### config.mk
export PLATFORM = sky130hd
export DESIGN_NAME = power_event_sequencer
export DESIGN_NICKNAME = d
export VERILOG_FILES = /design/src/rtl/power_event_sequencer.sv
export SDC_FILE = /design/constraint.sdc
export NUM_CORES = 1
export LEC_CHECK = 0
export BUFFER_PORTS_ARGS = -buffer_cell sky130_fd_sc_hd__buf_2
export CAP_MARGIN = 25
export CORE_UTILIZATION = 40
export CTS_BUF_LIST = sky130_fd_sc_hd__clkbuf_16
export CTS_CLUSTER_SIZE = 16
export DETAILED_ROUTE_END_ITERATION = 16
export GPL_ROUTABILITY_DRIVEN = 0
export SETUP_SLACK_MARGIN = 0.15
export SLEW_MARGIN = 10
export SYNTH_ARGS = -nofsm -noshare
export SYNTH_HDL_FRONTEND = slang
export SYNTH_SLANG_ARGS = --single-unit
### constraint.sdc
create_clock -name SlowClock -period 3.5 [get_ports SlowClock]
set_input_delay 0.525 -clock SlowClock [delete_from_list [all_inputs] [get_ports SlowClock]]
set_output_delay 0.525 -clock SlowClock [all_outputs]
set_load 0.005 [all_outputs]
### src/rtl/power_event_sequencer.sv
// Power-event sequencer: button-driven PSU enable, SIO pulse, force-off and PWROK fault handling.
// Optional macro PSEQ_AUTO_POWERON_EN: leave STANDBY automatically once after reset release.
module power_event_sequencer #(
   parameter int unsigned PWROK_TIMEOUT_S = 4,
   parameter int unsigned SIO_PULSE_TICKS = 2,
   parameter int unsigned FORCE_OFF_S     = 4
) (
   input  logic       MainReset,
   input  logic       SlowClock,
   input  logic       Strobe1s,
   input  logic       Strobe125ms,
   input  logic       PowerButtonDebounce,
   input  logic       PowerRelease,
   input  logic       PWRGD_PS_PWROK_3V3,
   input  logic       SlpS3_N,
   output logic       FM_PS_EN,
   output logic       PowerbuttonEvt,
   output logic [3:0] PowerEvtState,
   output logic       PowerFault
);

   typedef enum logic [3:0] {
      Standby  = 4'h0,
      PsOn     = 4'h1,
      SioPulse = 4'h2,
      Running  = 4'h3,
      ForceOff = 4'h4,
      Fault    = 4'h5
   } stateT;

   stateT       state, nextState;
   logic [3:0]  counter, nextCounter;
   logic [31:0] countPlusOne;
   logic        startRequest;

   assign countPlusOne = 32'(counter) + 32'd1;

`ifdef PSEQ_AUTO_POWERON_EN
   logic autoPowerOn;

   // Set while reset is held, consumed on the first clock after release.
   always_ff @(posedge SlowClock or negedge MainReset) begin
      if (!MainReset) begin
         autoPowerOn <= 1'b1;
      end else begin
         autoPowerOn <= 1'b0;
      end
   end

   assign startRequest = PowerRelease | autoPowerOn;
`else
   assign startRequest = PowerRelease;
`endif

   always_comb begin
      nextState   = state;
      nextCounter = counter;
      case (state)
         Standby: begin
            if (startRequest) nextState = PsOn;
         end
         PsOn: begin
            if (PWRGD_PS_PWROK_3V3) begin
               nextState = SioPulse;
            end else if (Strobe1s) begin
               if (countPlusOne >= PWROK_TIMEOUT_S) nextState = Fault;
               else nextCounter = counter + 4'd1;
            end
         end
         SioPulse: begin
            if (!PWRGD_PS_PWROK_3V3) begin
               nextState = Fault;
            end else if (Strobe125ms) begin
               if (countPlusOne >= SIO_PULSE_TICKS) nextState = Running;
               else nextCounter = counter + 4'd1;
            end
         end
         Running: begin
            if (!PWRGD_PS_PWROK_3V3) begin
               nextState = Fault;
            end else if (!SlpS3_N) begin
               nextState = Standby;
            end else if (PowerButtonDebounce) begin
               nextCounter = 4'd0;
            end else if (Strobe1s) begin
               if (countPlusOne >= FORCE_OFF_S) nextState = ForceOff;
               else if (counter != 4'hF) nextCounter = counter + 4'd1;
            end
         end
         ForceOff: begin
            // A release pulse while still held must not re-power the platform.
            if (PowerButtonDebounce) nextState = Standby;
         end
         Fault: begin
            if (PowerRelease) nextState = Standby;
         end
         default: nextState = Standby;
      endcase
      if (nextState != state) nextCounter = 4'd0;
   end

   // Outputs are decoded from the next state so they change in the same edge as the state.
   always_ff @(posedge SlowClock or negedge MainReset) begin
      if (!MainReset) begin
         state          <= Standby;
         counter        <= 4'd0;
         FM_PS_EN       <= 1'b0;
         PowerbuttonEvt <= 1'b1;
         PowerFault     <= 1'b0;
      end else begin
         state          <= nextState;
         counter        <= nextCounter;
         FM_PS_EN       <= (nextState == PsOn) || (nextState == SioPulse) ||
                           (nextState == Running);
         PowerbuttonEvt <= (nextState != SioPulse);
         PowerFault     <= (nextState == Fault);
      end
   end

   assign PowerEvtState = state;

endmodule

### Yosys cells after proc, flatten, opt, wreduce, memory -nomap -nowiden

Cells that the tools add are included.

* register bits after elaboration: 11
* input port bits: 8
* output and inout bits: 7

* add/sub/neg operators: 2
* magnitude comparators: 2
* eq/ne operators: 23
* multiplexer cells: 29
* reductions and logical operators: 5

Operators by type and width (number)
* $mux W4: 27
* $ne A3 B3 Y1 const B: 8
* $pmux W4 S6: 1
* $eq A4 B2 Y1 const B: 4
* $ne A4 B4 Y1 const B: 4
* $eq A4 B3 Y1 const B: 3
* $pmux W4 S3: 1
* $reduce_and A12 Y1: 1
* $eq A4 B1 Y1 const B: 2
* $add A4 B1 Y5 const B: 1
* $ge A5 B2 Y1 const B: 1
* $ge A5 B3 Y1 const B: 1
* $add A4 B1 Y4 const B: 1
* $logic_not A4 Y1: 1
* $ne A4 B2 Y1 const B: 1
* $ne A4 B4 Y1: 1
* $reduce_bool A4 Y1: 1
* $logic_or A1 B1 Y1: 2

### Depth between registers and ports, before layout

Gate-level depths: netlist of run 1.

* depth in word-level cells: 11
* depth in mapped cells: 7

### Worst setup path before layout of run 1

Ideal clock, no wire load.

* path kind: register to register
* start: register counter[0]
* end: register counter[2]
* library setup time: 67 ps
* arrival: 1982 ps
* required time: 3433 ps
* slack: 1452 ps
* cell stages (with the launch flop): 8
* path buffers: 0
* cell sequence: dfrtp_1 -> ha_1 -> and2_2 -> a2111oi_1 -> o21ai_1 -> a221oi_4 -> o211a_1 -> and3_1

* longest elaborated chain between the ends: 11

Ends and longest elaborated chain
* start: declaration: line 32 `logic [3:0] counter, nextCounter;`
* start signal: assignment: line 112 `counter <= nextCounter;`
* $add A4 B1 Y5: line 36 `assign countPlusOne = 32'(counter) + 32'd1;`
* $ge A5 B3 Y1: line 66, 86
* $mux W4: line 86 `if (countPlusOne >= FORCE_OFF_S) nextState = ForceOff;`
* $mux W4: line 85 `end else if (Strobe1s) begin`
* $mux W4: line 83 `end else if (PowerButtonDebounce) begin`
* $mux W4: line 81 `end else if (!SlpS3_N) begin`
* $mux W4: line 79 `if (!PWRGD_PS_PWROK_3V3) begin`
* $pmux W4 S6: line 58 `case (state)`
* $ne A4 B4 Y1: line 99 `if (nextState != state) nextCounter = 4'd0;`
* $ne A4 B4 Y1 (no line) (tied with other cells)
* $reduce_and A12 Y1 (no line)

Parallel ways exist; a longest one is shown, timed or not. The select of a mux whose other input is x is not followed.
A chain may end at the register's enable or synchronous reset.

### Final worst setup path of run 1

* start: register counter[0]
* end: register counter[0]

Same word-level chain as after synthesis.

==> results of run 1 <==
sequential cells by signal, summed over array words and instances (netlist names):
| register | flops |
|---|---|
| PowerbuttonEvt | 1 |
| counter | 4 |
| PowerEvtState | 4 |
| FM_PS_EN | 1 |
| PowerFault | 1 |
routing by layer:
metal	track usage	routed length [um]
met1	0.228	749
met3	0.0360	84
met2	0.297	737
met5	0	0
met4	0.0727	11
final timing paths:
path	from	to	depth (start not counted)
hold / removal	MainReset	PowerEvtState[3]$_DFF_PN0_	1
max in group asynchronous	MainReset	PowerbuttonEvt$_DFF_PN1_	1
hold reg to reg	counter[2]$_DFFE_PN0P_	counter[2]$_DFFE_PN0P_	1
setup / recovery	counter[0]$_DFFE_PN0P_	counter[0]$_DFFE_PN0P_	7
setup reg to reg	counter[0]$_DFFE_PN0P_	counter[0]$_DFFE_PN0P_	7
min in group SlowClock	counter[2]$_DFFE_PN0P_	counter[2]$_DFFE_PN0P_	1
power by group through the flow:
stage	clock network, W	registers (W)	logic, W
2_1_floorplan	0	0.000139	0.0000325
3_3_place_gp	0	0.000142	0.0000480
3_5_place_dp	0	0.000142	0.0000481
4_1_cts	0.000204	0.000141	0.0000485
5_1_grt	0.000212	0.000142	0.0000540
6_report	0.000201	0.000141	0.0000482
cells by family (layout without fill, tap and decap cells):
kind of cell    Yosys count  after routing  share of synthesized area
simple gates             31             31                      0.232
compound gates           28             28                      0.305
flops                    11             11                      0.377
buf+inv                   9             25                     0.0461
fa+ha+maj                 2              2                     0.0341
other cells               1              1                    0.00511
cells in the final DEF (no fill, tap or decap), types with 2 or more instances in the layout:
master                      instances
sky130_fd_sc_hd__a21oi_1            6
sky130_fd_sc_hd__buf_2             14
sky130_fd_sc_hd__o21ai_0            3
sky130_fd_sc_hd__inv_1              7
sky130_fd_sc_hd__and3_1             4
sky130_fd_sc_hd__nor2_1             7
sky130_fd_sc_hd__ha_1               2
sky130_fd_sc_hd__o211ai_1           3
sky130_fd_sc_hd__clkbuf_16          3
sky130_fd_sc_hd__a211o_1            2
sky130_fd_sc_hd__dfrtp_1           10
sky130_fd_sc_hd__nand2_1            8
sky130_fd_sc_hd__nor2b_1            4
layout make-up:
| cell class | count | share of cell area |
|---|---|---|
| Inverter | 7 | 0.0290 |
| Clock buffer | 3 | 0.0829 |
| Multi-Input combinational cell | 62 | 0.467 |
| Clock inverter | 1 | 0.00414 |
| Sequential cell | 11 | 0.305 |
| Timing Repair Buffer | 14 | 0.0773 |
| Tap cell | 25 | 0.0345 |
metrics by stage:
stage                     cell area (um2)  utilization  std cells  hold slack [ns]  total power, W
after detailed placement              827        0.479        119            0.403        0.000190
after floorplan                       733            -         82            0.229        0.000172
final                                 906        0.525        123            0.149        0.000390
after CTS                             906        0.525        123            0.155        0.000393
after global placement                827        0.479        119            0.398        0.000190
after global routing                  906        0.525        123            0.165        0.000408
cell usage after synthesis (2+ instances only):
cell type                   n
sky130_fd_sc_hd__a211o_1    2
sky130_fd_sc_hd__a21oi_1    6
sky130_fd_sc_hd__and3_1     4
sky130_fd_sc_hd__clkbuf_1   2
sky130_fd_sc_hd__dfrtp_1   10
sky130_fd_sc_hd__ha_1       2
sky130_fd_sc_hd__inv_1      6
sky130_fd_sc_hd__nand2_1    8
sky130_fd_sc_hd__nor2_1     7
sky130_fd_sc_hd__nor2b_1    4
sky130_fd_sc_hd__o211ai_1   3
sky130_fd_sc_hd__o21ai_0    3
worst register-to-register path, stage by stage, from the launching register on:
cell and delay [ns]:
sky130_fd_sc_hd__dfrtp_1 0.42, sky130_fd_sc_hd__ha_1 0.23, sky130_fd_sc_hd__and2_2 0.20, sky130_fd_sc_hd__a2111oi_1 0.39
sky130_fd_sc_hd__o21ai_1 0.18, sky130_fd_sc_hd__a221oi_4 0.36, sky130_fd_sc_hd__o211ai_1 0.16, sky130_fd_sc_hd__a21oi_1 0.17
==> results, run 1 <==
- The flow ran to the end, and the final reports show no timing, DRC or antenna violations.
- In the final routed layout, each cell accounts on average for 12.9 um.
- Buffers placed on the I/O ports in this run total 14.
- The final count of hold timing violations came to 0.
- Across every metal layer, demand over resource in global routing totals 0.179.
- Of the synthesized area, sequential elements account for 0.377.
- The smallest setup slack after layout is 1.30 ns.
- Setup repair after global routing left no endpoint under its margin.
- The arrival time reported for the critical path endpoint is 2.35 ns.
- The share of synthesized area in the top cell type comes to 0.341.
- The HPWL after detailed placement is 1160 um.
- After global routing the overflow that remains totals 0.
- The TritonCTS buffer count is 3.
- The initial utilization of the core area, before any placement, comes to 0.425.
- The number of placement rows is 15.
- The master cell of the clock root buffer is sky130_fd_sc_hd__clkbuf_16.
- The reported max-cap violation count is 0.
- The total area inside the core boundary comes to 1730 um2.
- In the routed design, unresolved DRC markers number 0.
- In the post-synthesis netlist, the biggest area contributors are sky130_fd_sc_hd__dfrtp_1, sky130_fd_sc_hd__a21oi_1, sky130_fd_sc_hd__nand2_1.
- The final layout contains routed wiring with a total length of 1580 um.
- Walking the worst path, the cells encountered are ha_1, and2_2, a2111oi_1, o21ai_1, a221oi_4, o211ai_1, a21oi_1.
- The first TritonRoute pass finished after 4 iterations.
- The floorplan step defined a die boundary enclosing 2010 um2.
- The area added between synthesis and finish is 23.5%.
- The clock arrives with 0.00120 ns of skew.
- For this run, the number of Yosys warnings is 0.
- The count of state elements after synthesis is 11.
- The worst setup path is captured at a flip-flop.
- The total negative setup slack is 0 ns.
- The cell-internal power is 0.000304 W.
- The relative contribution of sequential cells to total power is 0.361.
- The portion of total power attributed to the clock network is 0.515.
- TritonCTS built the clock tree.
- The count of pins on the block boundary is 15.
- Summed over all instances, the cell type with the most area after synthesis is sky130_fd_sc_hd__dfrtp_1.
- The share of post-route cells with drive strength above 1 is 0.245.
- The longest clock path from root to sink contains 2 buffers.
- The startpoint type of the worst setup path is a flip-flop.
- At the later pin of the worst-skew pair, clock insertion delay measures 0.24 ns.
- The area of all sequential standard cells is 277 um2.
- After detailed routing, the number of vias per cell comes to 5.40.
- Once detail routing completed, the nets flagged for antenna violations numbered 0.
- The final-report max-slew violation count is 0.
- The class of the tightest hold or removal check is in2async.
- The number of cells upsized or downsized after cts is 0.
- The layout has 170 filler cells.
- Synthesis produced a netlist whose cell count is 82.
- The power per cell area is 431 nW/um2.
- The cell leakage power is 0.422 nW.
- The clock period could shrink to 2.20 ns.
- The reg-to-reg setup timing slack is 1.30 ns.
- The number of H-tree levels is 1.
- The vertical die dimension is 44.8 um.
- The maximum number of pins on one net before global-route repair is 16.
- The via count of the first global-routing pass is 589.
- The number of antenna violations at the first check in global routing came to 0.
- Of the total power, combinational logic draws 0.123.
- The tree built by TritonCTS fans out to 11 sinks.
- On the critical path, the stage with the largest delay is an instance of sky130_fd_sc_hd__dfrtp_1.
- The final critical-path share of the clock period is 0.628.
- The post-cts hold buffer count is 0.
- The switching power is 0.0000862 W.
- The number of setup violations in the final report is 0.
- The routed via count is 664.
- The primary flip-flop cell chosen by synthesis mapping is sky130_fd_sc_hd__dfrtp_1.
- The area of the mapped netlist is 733 um2.
- On the worst path, the slowest cell contributes a delay of 0.42 ns.
- The maximum fanout count along the critical path is 6.
- The number of flops mapped to enable cells by yosys is 0.
- Among cell families on the critical path, the largest total delay comes from compound AO/OA/AOI/OAI gates.
- The required time of the worst setup path is 3.65 ns.
- The antenna diode count is 0.
- The clock input transition at the sequential cells of the worst setup and hold paths is 0.04 ns.
- The floorplan step set the die width to 44.8 um.
- For this block, the initial DRC count from the detailed router was 13.
- The synthesized net count is 92.
- The fmax is 455 MHz.
- Of the total power, the share spent switching nets is 0.221.
- The multi-input gate area in the final layout is 423 um2.
- The post-placement worst setup slack is 1.31 ns.
- For this run, asynchronously set or reset flops after synthesis account for 1.00.
- The number of nets in the final layout is 109.
- The combined buffer and inverter count along the critical path is 0.
- The maximum ir drop on the vdd rail is 0.312 mV.
- After clock tree synthesis, the setup repair step added 0 buffers.
- After synthesis, the mean cell area works out to 8.94 um2.
- After synthesis, the netlist uses 37 different library cells.
- The first global-routing pass estimated 2590 um of wire.
- The kind of critical path is reg2reg.
(Power assumes the default switching activity.)
==> run 2, diff against run 1 <==
- clock period: 3.5 -> 2.2 ns (I/O delays scaled with it)
==> results, run 2 (same netlist as run 1, synthesis figures left out) <==
- The area of all sequential standard cells was 277 um2 (unchanged).
- The launch point of the worst path is counter[1]$_DFFE_PN0P_ (was counter[0]$_DFFE_PN0P_).
- The smallest hold slack was 0.494 ns (was 0.149 ns).
- The endpoint of the most critical register-to-register path is counter[2]$_DFFE_PN0P_ (was counter[0]$_DFFE_PN0P_).
- The total negative setup slack is 0 ns (unchanged).
- The shortest period the worst path allows came to 2.07 ns (was 2.20 ns).
- The number of nets in the final layout is 116 (was 109).
- The reported max-cap violation count is 0 (unchanged).
- The number of sinks handled by clock tree synthesis is 11 (unchanged).
- The endpoint class of the critical path is a flip-flop (unchanged).
- The required time of the worst setup path is 2.37 ns (was 3.65 ns).
- The cell count of the worst reg-to-reg path is 7 (unchanged).
- The per-cell routed wire length is 13.8 um (was 12.9 um).
- The total routing resource utilization after global routing is 0.203 (was 0.179).
- The number of iterations in the first detailed-routing pass is 4 (unchanged).
- The post-placement cell count is 120 (was 119).
- Unrepaired setup endpoints after global routing: yes (was no).
- The master cell of the clock root buffer is sky130_fd_sc_hd__clkbuf_16 (unchanged).
- The number of logic stages on the critical path including buffering is 7 (unchanged).
- The kind of critical path is reg2reg (unchanged).
- The cell area after layout was 985 um2 (was 906 um2).
- The area of the core is 1730 um2 (unchanged).
- The fmax is 484 MHz (was 455 MHz).
- The starting utilization of the core area is 0.425 (unchanged).
- The final setup skew is 0.00133 ns (was 0.00120 ns).
- The violation count after the first detailed-route iteration is 11 (was 13).
- The non-filler instance count after layout is 130 (was 123).
- Run status: completed (unchanged).
- The startpoint type of the worst setup path is a flip-flop (unchanged).
- The final critical-path share of the clock period came to 0.940 (was 0.628).
- The start of the worst register-to-register path is counter[1]$_DFFE_PN0P_ (was counter[0]$_DFFE_PN0P_).
- The sum of net half-perimeters after detailed placement is 1240 um (was 1160 um).
- The cell with the biggest individual delay on the critical path was sky130_fd_sc_hd__or4b_4 (was sky130_fd_sc_hd__dfrtp_1).
- The placed instance area came to 835 um2 (was 827 um2).
- The CTS tree is done (unchanged).
- The overall die width is 44.8 um (unchanged).
- The maximum ir drop on the vdd rail came to 0.544 mV (was 0.312 mV).
- The count of pins on the block boundary is 15 (unchanged).
- The dominant delay contributor by cell family on the critical path is simple AND/OR/NAND/NOR gates (was compound AO/OA/AOI/OAI gates).
- The number of H-tree levels was 1 (unchanged).
- The delay of the slowest cell on the worst path is 0.51 ns (was 0.42 ns).
- The global-route wire length before repair is 2880 um (was 2590 um).
- The floorplan die area is 2010 um2 (unchanged).
- Commonest non-fill, non-tap cells in the layout: sky130_fd_sc_hd__buf_2, sky130_fd_sc_hd__dfrtp_1, sky130_fd_sc_hd__nand2_1, sky130_fd_sc_hd__inv_1 (was sky130_fd_sc_hd__buf_2, sky130_fd_sc_hd__dfrtp_1, sky130_fd_sc_hd__nand2_1, sky130_fd_sc_hd__inv_1, sky130_fd_sc_hd__nor2_1).
- The arrival time reported for the critical path endpoint is 2.24 ns (was 2.35 ns).
- The TritonCTS buffer count is 3 (unchanged).
- The share of post-route cells with drive strength above 1 is 0.324 (was 0.245).
- The area added between synthesis and finish was 34.3% (was 23.5%).
- The insertion delay to the later sink of the worst-skew pair was 0.23 ns (was 0.24 ns).
- The maximum number of pins on one net before global-route repair is 16 (unchanged).
- The number of placement rows is 15 (unchanged).
- Cell breakdown of the critical path: ha_2, nor2_2, a21oi_2, or4b_4, a221oi_4, o211a_1, and3_1 (was ha_1, and2_2, a2111oi_1, o21ai_1, a221oi_4, o211ai_1, a21oi_1).
- The detailed-route wire length was 1800 um (was 1580 um).
- The final core utilization came to 0.570 (was 0.525).
- The vertical die dimension is 44.8 um (unchanged).
- The leftover overflow at the end of global routing is 0 (unchanged).
- The final routed DRC violation total is 0 (unchanged).
- The reg-to-reg setup timing slack is 0.13 ns (was 1.30 ns).
- The class of the tightest hold or removal check is in2async (unchanged).
- The maximum fanout count along the critical path is 5 (was 6).
- The number of fillers in the final layout is 168 (was 170).
- The number of setup violations in the final report is 0 (unchanged).
- The residual antenna-violating net count after detailed routing is 0 (unchanged).
- The power per cell area is 635 nW/um2 (was 431 nW/um2).
- The number of antenna violations at the first check in global routing is 0 (unchanged).
- The number of buffer cells added on primary ports is 14 (unchanged).
- The combined buffer and inverter count along the critical path is 0 (unchanged).
- The cell leakage power came to 0.455 nW (was 0.422 nW).
- The routed via count is 715 (was 664).
- The multi-input gate area in the final layout is 447 um2 (was 423 um2).
- The final-report max-slew violation count is 0 (unchanged).
- The via-per-instance ratio is 5.50 (was 5.40).
- The via count of the first global-routing pass is 644 (was 589).
- The antenna diode count came to 0 (unchanged).
- The most common library cell in the layout ignoring fill and taps is sky130_fd_sc_hd__buf_2 (unchanged).
- The deepest clock path buffer count is 2 (unchanged).
- The final count of hold timing violations is 0 (unchanged).
- The clock input transition at the sequential cells of the worst setup and hold paths is 0.04 ns (about the same).
- The capturing instance or port of the critical path is counter[2]$_DFFE_PN0P_ (was counter[0]$_DFFE_PN0P_).
==> run 2: per-stage QoR <==
| step | total power [W] | setup slack, ns |
|---|---|---|
| 6_report | 0.000625 | 0.132 |
| 5_1_grt | 0.000654 | 0.0305 |
| 4_1_cts | 0.000629 | 0.149 |
| 3_5_place_dp | 0.000307 | 0.0691 |
| 3_3_place_gp | 0.000306 | 0.0965 |
| 2_1_floorplan | 0.000273 | 0.152 |
==> run 2: what timing repair did <==
item / CTS / global route
endpoints found under the hold margin: 10 / 0
hold buffers: 1 / 0
pin swaps: 2 / 2
gates resized for setup: 5 / 0
setup buffers: 3 / 2
setup endpoints to repair: 7 / 7
==> run 2: routing by layer <==
layer  global-route usage  up-vias  share of wire
met3               0.0400        0          0.025
met2                0.321       15           0.50
met4                0.103        0              0
li1                     -      350              -
met5                    0        -              0
met1                0.266      350           0.47
==> run 2: report_power, final <==
group	leakage [nW]	internal [W]	switching, W
clock network	0.0423	0.000237	0.0000767
logic	0.268	0.0000414	0.0000456
registers	0.145	0.000212	0.0000125
total	0.455	0.000490	0.000135
==> run 2: final cells by class <==
class / instances / area share
multi-input combinational: 62 / 0.454
timing repair buffer: 21 / 0.127
inverter: 7 / 0.0267
clock buffer: 3 / 0.0762
clock inverter: 1 / 0.00381
sequential: 11 / 0.281
tap: 25 / 0.0318
==> run 2: worst min-delay path by stage <==
stage | from | to | slack [ns] | depth (start not counted)
4_1_cts | PWRGD_PS_PWROK_3V3 | PowerEvtState[1]$_DFF_PN0_ | 0.48 | 2
3_5_place_dp | MainReset | PowerEvtState[0]$_DFF_PN0_ | 0.21 | 1
3_3_place_gp | MainReset | PowerEvtState[0]$_DFF_PN0_ | 0.21 | 1
6_report | MainReset | PowerFault$_DFF_PN0_ | 0.49 | 2
2_1_floorplan | MainReset | FM_PS_EN$_DFF_PN0_ | 0.03 | 0
5_1_grt | PWRGD_PS_PWROK_3V3 | PowerEvtState[1]$_DFF_PN0_ | 0.51 | 2
==> run 2: worst register-to-register path, delay by kind of cell, from the launching register on <==
kind | cells | cell delay (ns)
simple gates | 3 | 0.80
flops | 1 | 0.39
compound gates | 3 | 0.61
fa+ha+maj | 1 | 0.21
==> run 3, diff against run 2 <==
- CELL_PAD_IN_SITES_DETAIL_PLACEMENT: not set -> 2
- CELL_PAD_IN_SITES_GLOBAL_PLACEMENT: not set -> 2
- CORE_UTILIZATION: 40 -> 31
- PLACE_DENSITY_LB_ADDON: not set -> 0.1
==> results, run 3 (same netlist as run 1, synthesis figures left out) <==
- The per-cell routed wire length is 18.8 um (was 13.8 um).
- Unrepaired setup endpoints after global routing: yes (unchanged).
- The final critical-path share of the clock period was 0.950 (was 0.940).
- The area of all sequential standard cells is 277 um2 (unchanged).
- The number of nets in the final layout is 117 (was 116).
- The clock input transition at the sequential cells of the worst setup and hold paths is 0.04 ns (about the same).
- The total negative setup slack was 0 ns (unchanged).
- The total routing resource utilization after global routing is 0.223 (was 0.203).
- The maximum ir drop on the vdd rail is 0.510 mV (was 0.544 mV).
- The arrival time reported for the critical path endpoint was 2.26 ns (was 2.24 ns).
- The number of setup violations in the final report is 0 (unchanged).
- The cell leakage power is 0.473 nW (was 0.455 nW).
- The antenna diode count is 0 (unchanged).
- The number of buffer cells added on primary ports was 14 (unchanged).
- The maximum number of pins on one net before global-route repair is 16 (unchanged).
- The master cell of the clock root buffer is sky130_fd_sc_hd__clkbuf_16 (unchanged).
- The number of placement rows was 17 (was 15).
- The number of iterations in the first detailed-routing pass came to 3 (was 4).
- The required time of the worst setup path came to 2.37 ns (about the same).
- The kind of critical path is reg2reg (unchanged).
- The multi-input gate area in the final layout is 479 um2 (was 447 um2).
- The via-per-instance ratio is 5.42 (was 5.50).
- The vertical die dimension came to 50.6 um (was 44.8 um).
- The leftover overflow at the end of global routing is 0 (unchanged).
- The count of pins on the block boundary is 15 (unchanged).
- The floorplan die area was 2560 um2 (was 2010 um2).
- The global-route wire length before repair came to 4120 um (was 2880 um).
- The violation count after the first detailed-route iteration came to 5 (was 11).
- The power per cell area is 621 nW/um2 (was 635 nW/um2).
- The final count of hold timing violations is 0 (unchanged).
- The starting utilization of the core area is 0.331 (was 0.425).
- The residual antenna-violating net count after detailed routing came to 0 (unchanged).
- The TritonCTS buffer count is 3 (unchanged).
- The sum of net half-perimeters after detailed placement was 1580 um (was 1240 um).
- The CTS tree is done (unchanged).
- The maximum fanout count along the critical path came to 3 (was 5).
- The reported max-cap violation count is 0 (unchanged).
- The routed via count is 726 (was 715).
- Commonest non-fill, non-tap cells in the layout: sky130_fd_sc_hd__buf_2, sky130_fd_sc_hd__dfrtp_1, sky130_fd_sc_hd__nand2_1 (was sky130_fd_sc_hd__buf_2, sky130_fd_sc_hd__dfrtp_1, sky130_fd_sc_hd__nand2_1, sky130_fd_sc_hd__inv_1).
- The overall die width is 50.6 um (was 44.8 um).
- The number of fillers in the final layout is 247 (was 168).
- The detailed-route wire length is 2520 um (was 1800 um).
- The number of H-tree levels came to 1 (unchanged).
- Run status: completed (unchanged).
- The final routed DRC violation total is 0 (unchanged).
- The share of post-route cells with drive strength above 1 is 0.358 (was 0.324).
- The deepest clock path buffer count was 2 (unchanged).
- The number of sinks handled by clock tree synthesis came to 11 (unchanged).
- The endpoint class of the critical path was a flip-flop (unchanged).
- The number of antenna violations at the first check in global routing was 0 (unchanged).
- The sum of internal, switching and leakage power was 0.000641 W (was 0.000625 W).
- The area of the core came to 2210 um2 (was 1730 um2).
- The insertion delay to the later sink of the worst-skew pair is 0.24 ns (was 0.23 ns).
- The final setup skew is 0.000607 ns (was 0.00133 ns).
- The final-report max-slew violation count came to 0 (unchanged).
- The fmax is 478 MHz (was 484 MHz).
- The startpoint type of the worst setup path is a flip-flop (unchanged).
- The via count of the first global-routing pass is 820 (was 644).
- The shortest period the worst path allows came to 2.09 ns (was 2.07 ns).
- The class of the tightest hold or removal check is in2async (unchanged).
- The most common library cell in the layout ignoring fill and taps was sky130_fd_sc_hd__buf_2 (unchanged).
- The area added between synthesis and finish is 40.8% (was 34.3%).
-- run 3: path summary, 6_finish.rpt --
check	startpoint	to	slack (ns)	cells past startpoint
max	counter[1]$_DFFE_PN0P_	counter[3]$_DFFE_PN0P_	0.11	7
min	MainReset	PowerFault$_DFF_PN0_	0.50	2
max reg2reg	counter[1]$_DFFE_PN0P_	counter[3]$_DFFE_PN0P_	0.11	7
min reg2reg	counter[2]$_DFFE_PN0P_	counter[2]$_DFFE_PN0P_	0.63	1
max in group asynchronous	MainReset	PowerbuttonEvt$_DFF_PN1_	1.44	2
min in group SlowClock	PWRGD_PS_PWROK_3V3	PowerEvtState[1]$_DFF_PN0_	0.51	2
-- run 3: metal layers --
metal / global-route usage / up-vias / part of all wire
met1: 0.294 / 354 / 0.49
met2: 0.349 / 15 / 0.45
met3: 0.0303 / 8 / 0.023
met5: 0 / - / 0
met4: 0.120 / 0 / 0.034
li1: - / 349 / -
-- run 3: cell type report --
type | instances | share of cell area
multi-input combinational | 62 | 0.464
sequential | 11 | 0.268
timing repair buffer | 22 | 0.132
clock buffer | 3 | 0.0727
tap | 28 | 0.0339
inverter | 7 | 0.0255
clock inverter | 1 | 0.00364
-- run 3: critical path: stages, from the launching register on --
cell and delay [ns]:
sky130_fd_sc_hd__dfrtp_1 0.42, sky130_fd_sc_hd__ha_4 0.18, sky130_fd_sc_hd__and2_4 0.17, sky130_fd_sc_hd__a21oi_4 0.06
sky130_fd_sc_hd__or4b_4 0.50, sky130_fd_sc_hd__a221oi_4 0.34, sky130_fd_sc_hd__o211a_1 0.19, sky130_fd_sc_hd__and3_1 0.16
-- run 3: metrics by stage --
stage                     hold slack (ns)  setup WS (ns)  utilization  std cells  instance area [um2]
after floorplan                    0.0344          0.152            -         82                  733
after global placement              0.207          0.105        0.386        125                  853
after detailed placement            0.209         0.0589        0.386        125                  853
after CTS                           0.494          0.125        0.463        134                 1020
after global routing                0.523         0.0373        0.467        134                 1030
final                               0.502          0.109        0.467        134                 1030
-- run 3: power breakdown --
group	switching (W)	internal [W]
sequential	0.0000135	0.000212
clock	0.0000852	0.000238
combinational	0.0000513	0.0000413
total	0.000150	0.000491
-- run 3: timing repair --
| action | in CTS | in global routing |
|---|---|---|
| endpoints found under the setup margin | 8 | 8 |
| gates cloned | 0 | 0 |
| hold buffers | 1 | 0 |
| setup buffers | 4 | 0 |
| hold endpoints to repair | 10 | 0 |
| gates resized for setup | 11 | 1 |
| pin swaps | 3 | 6 |
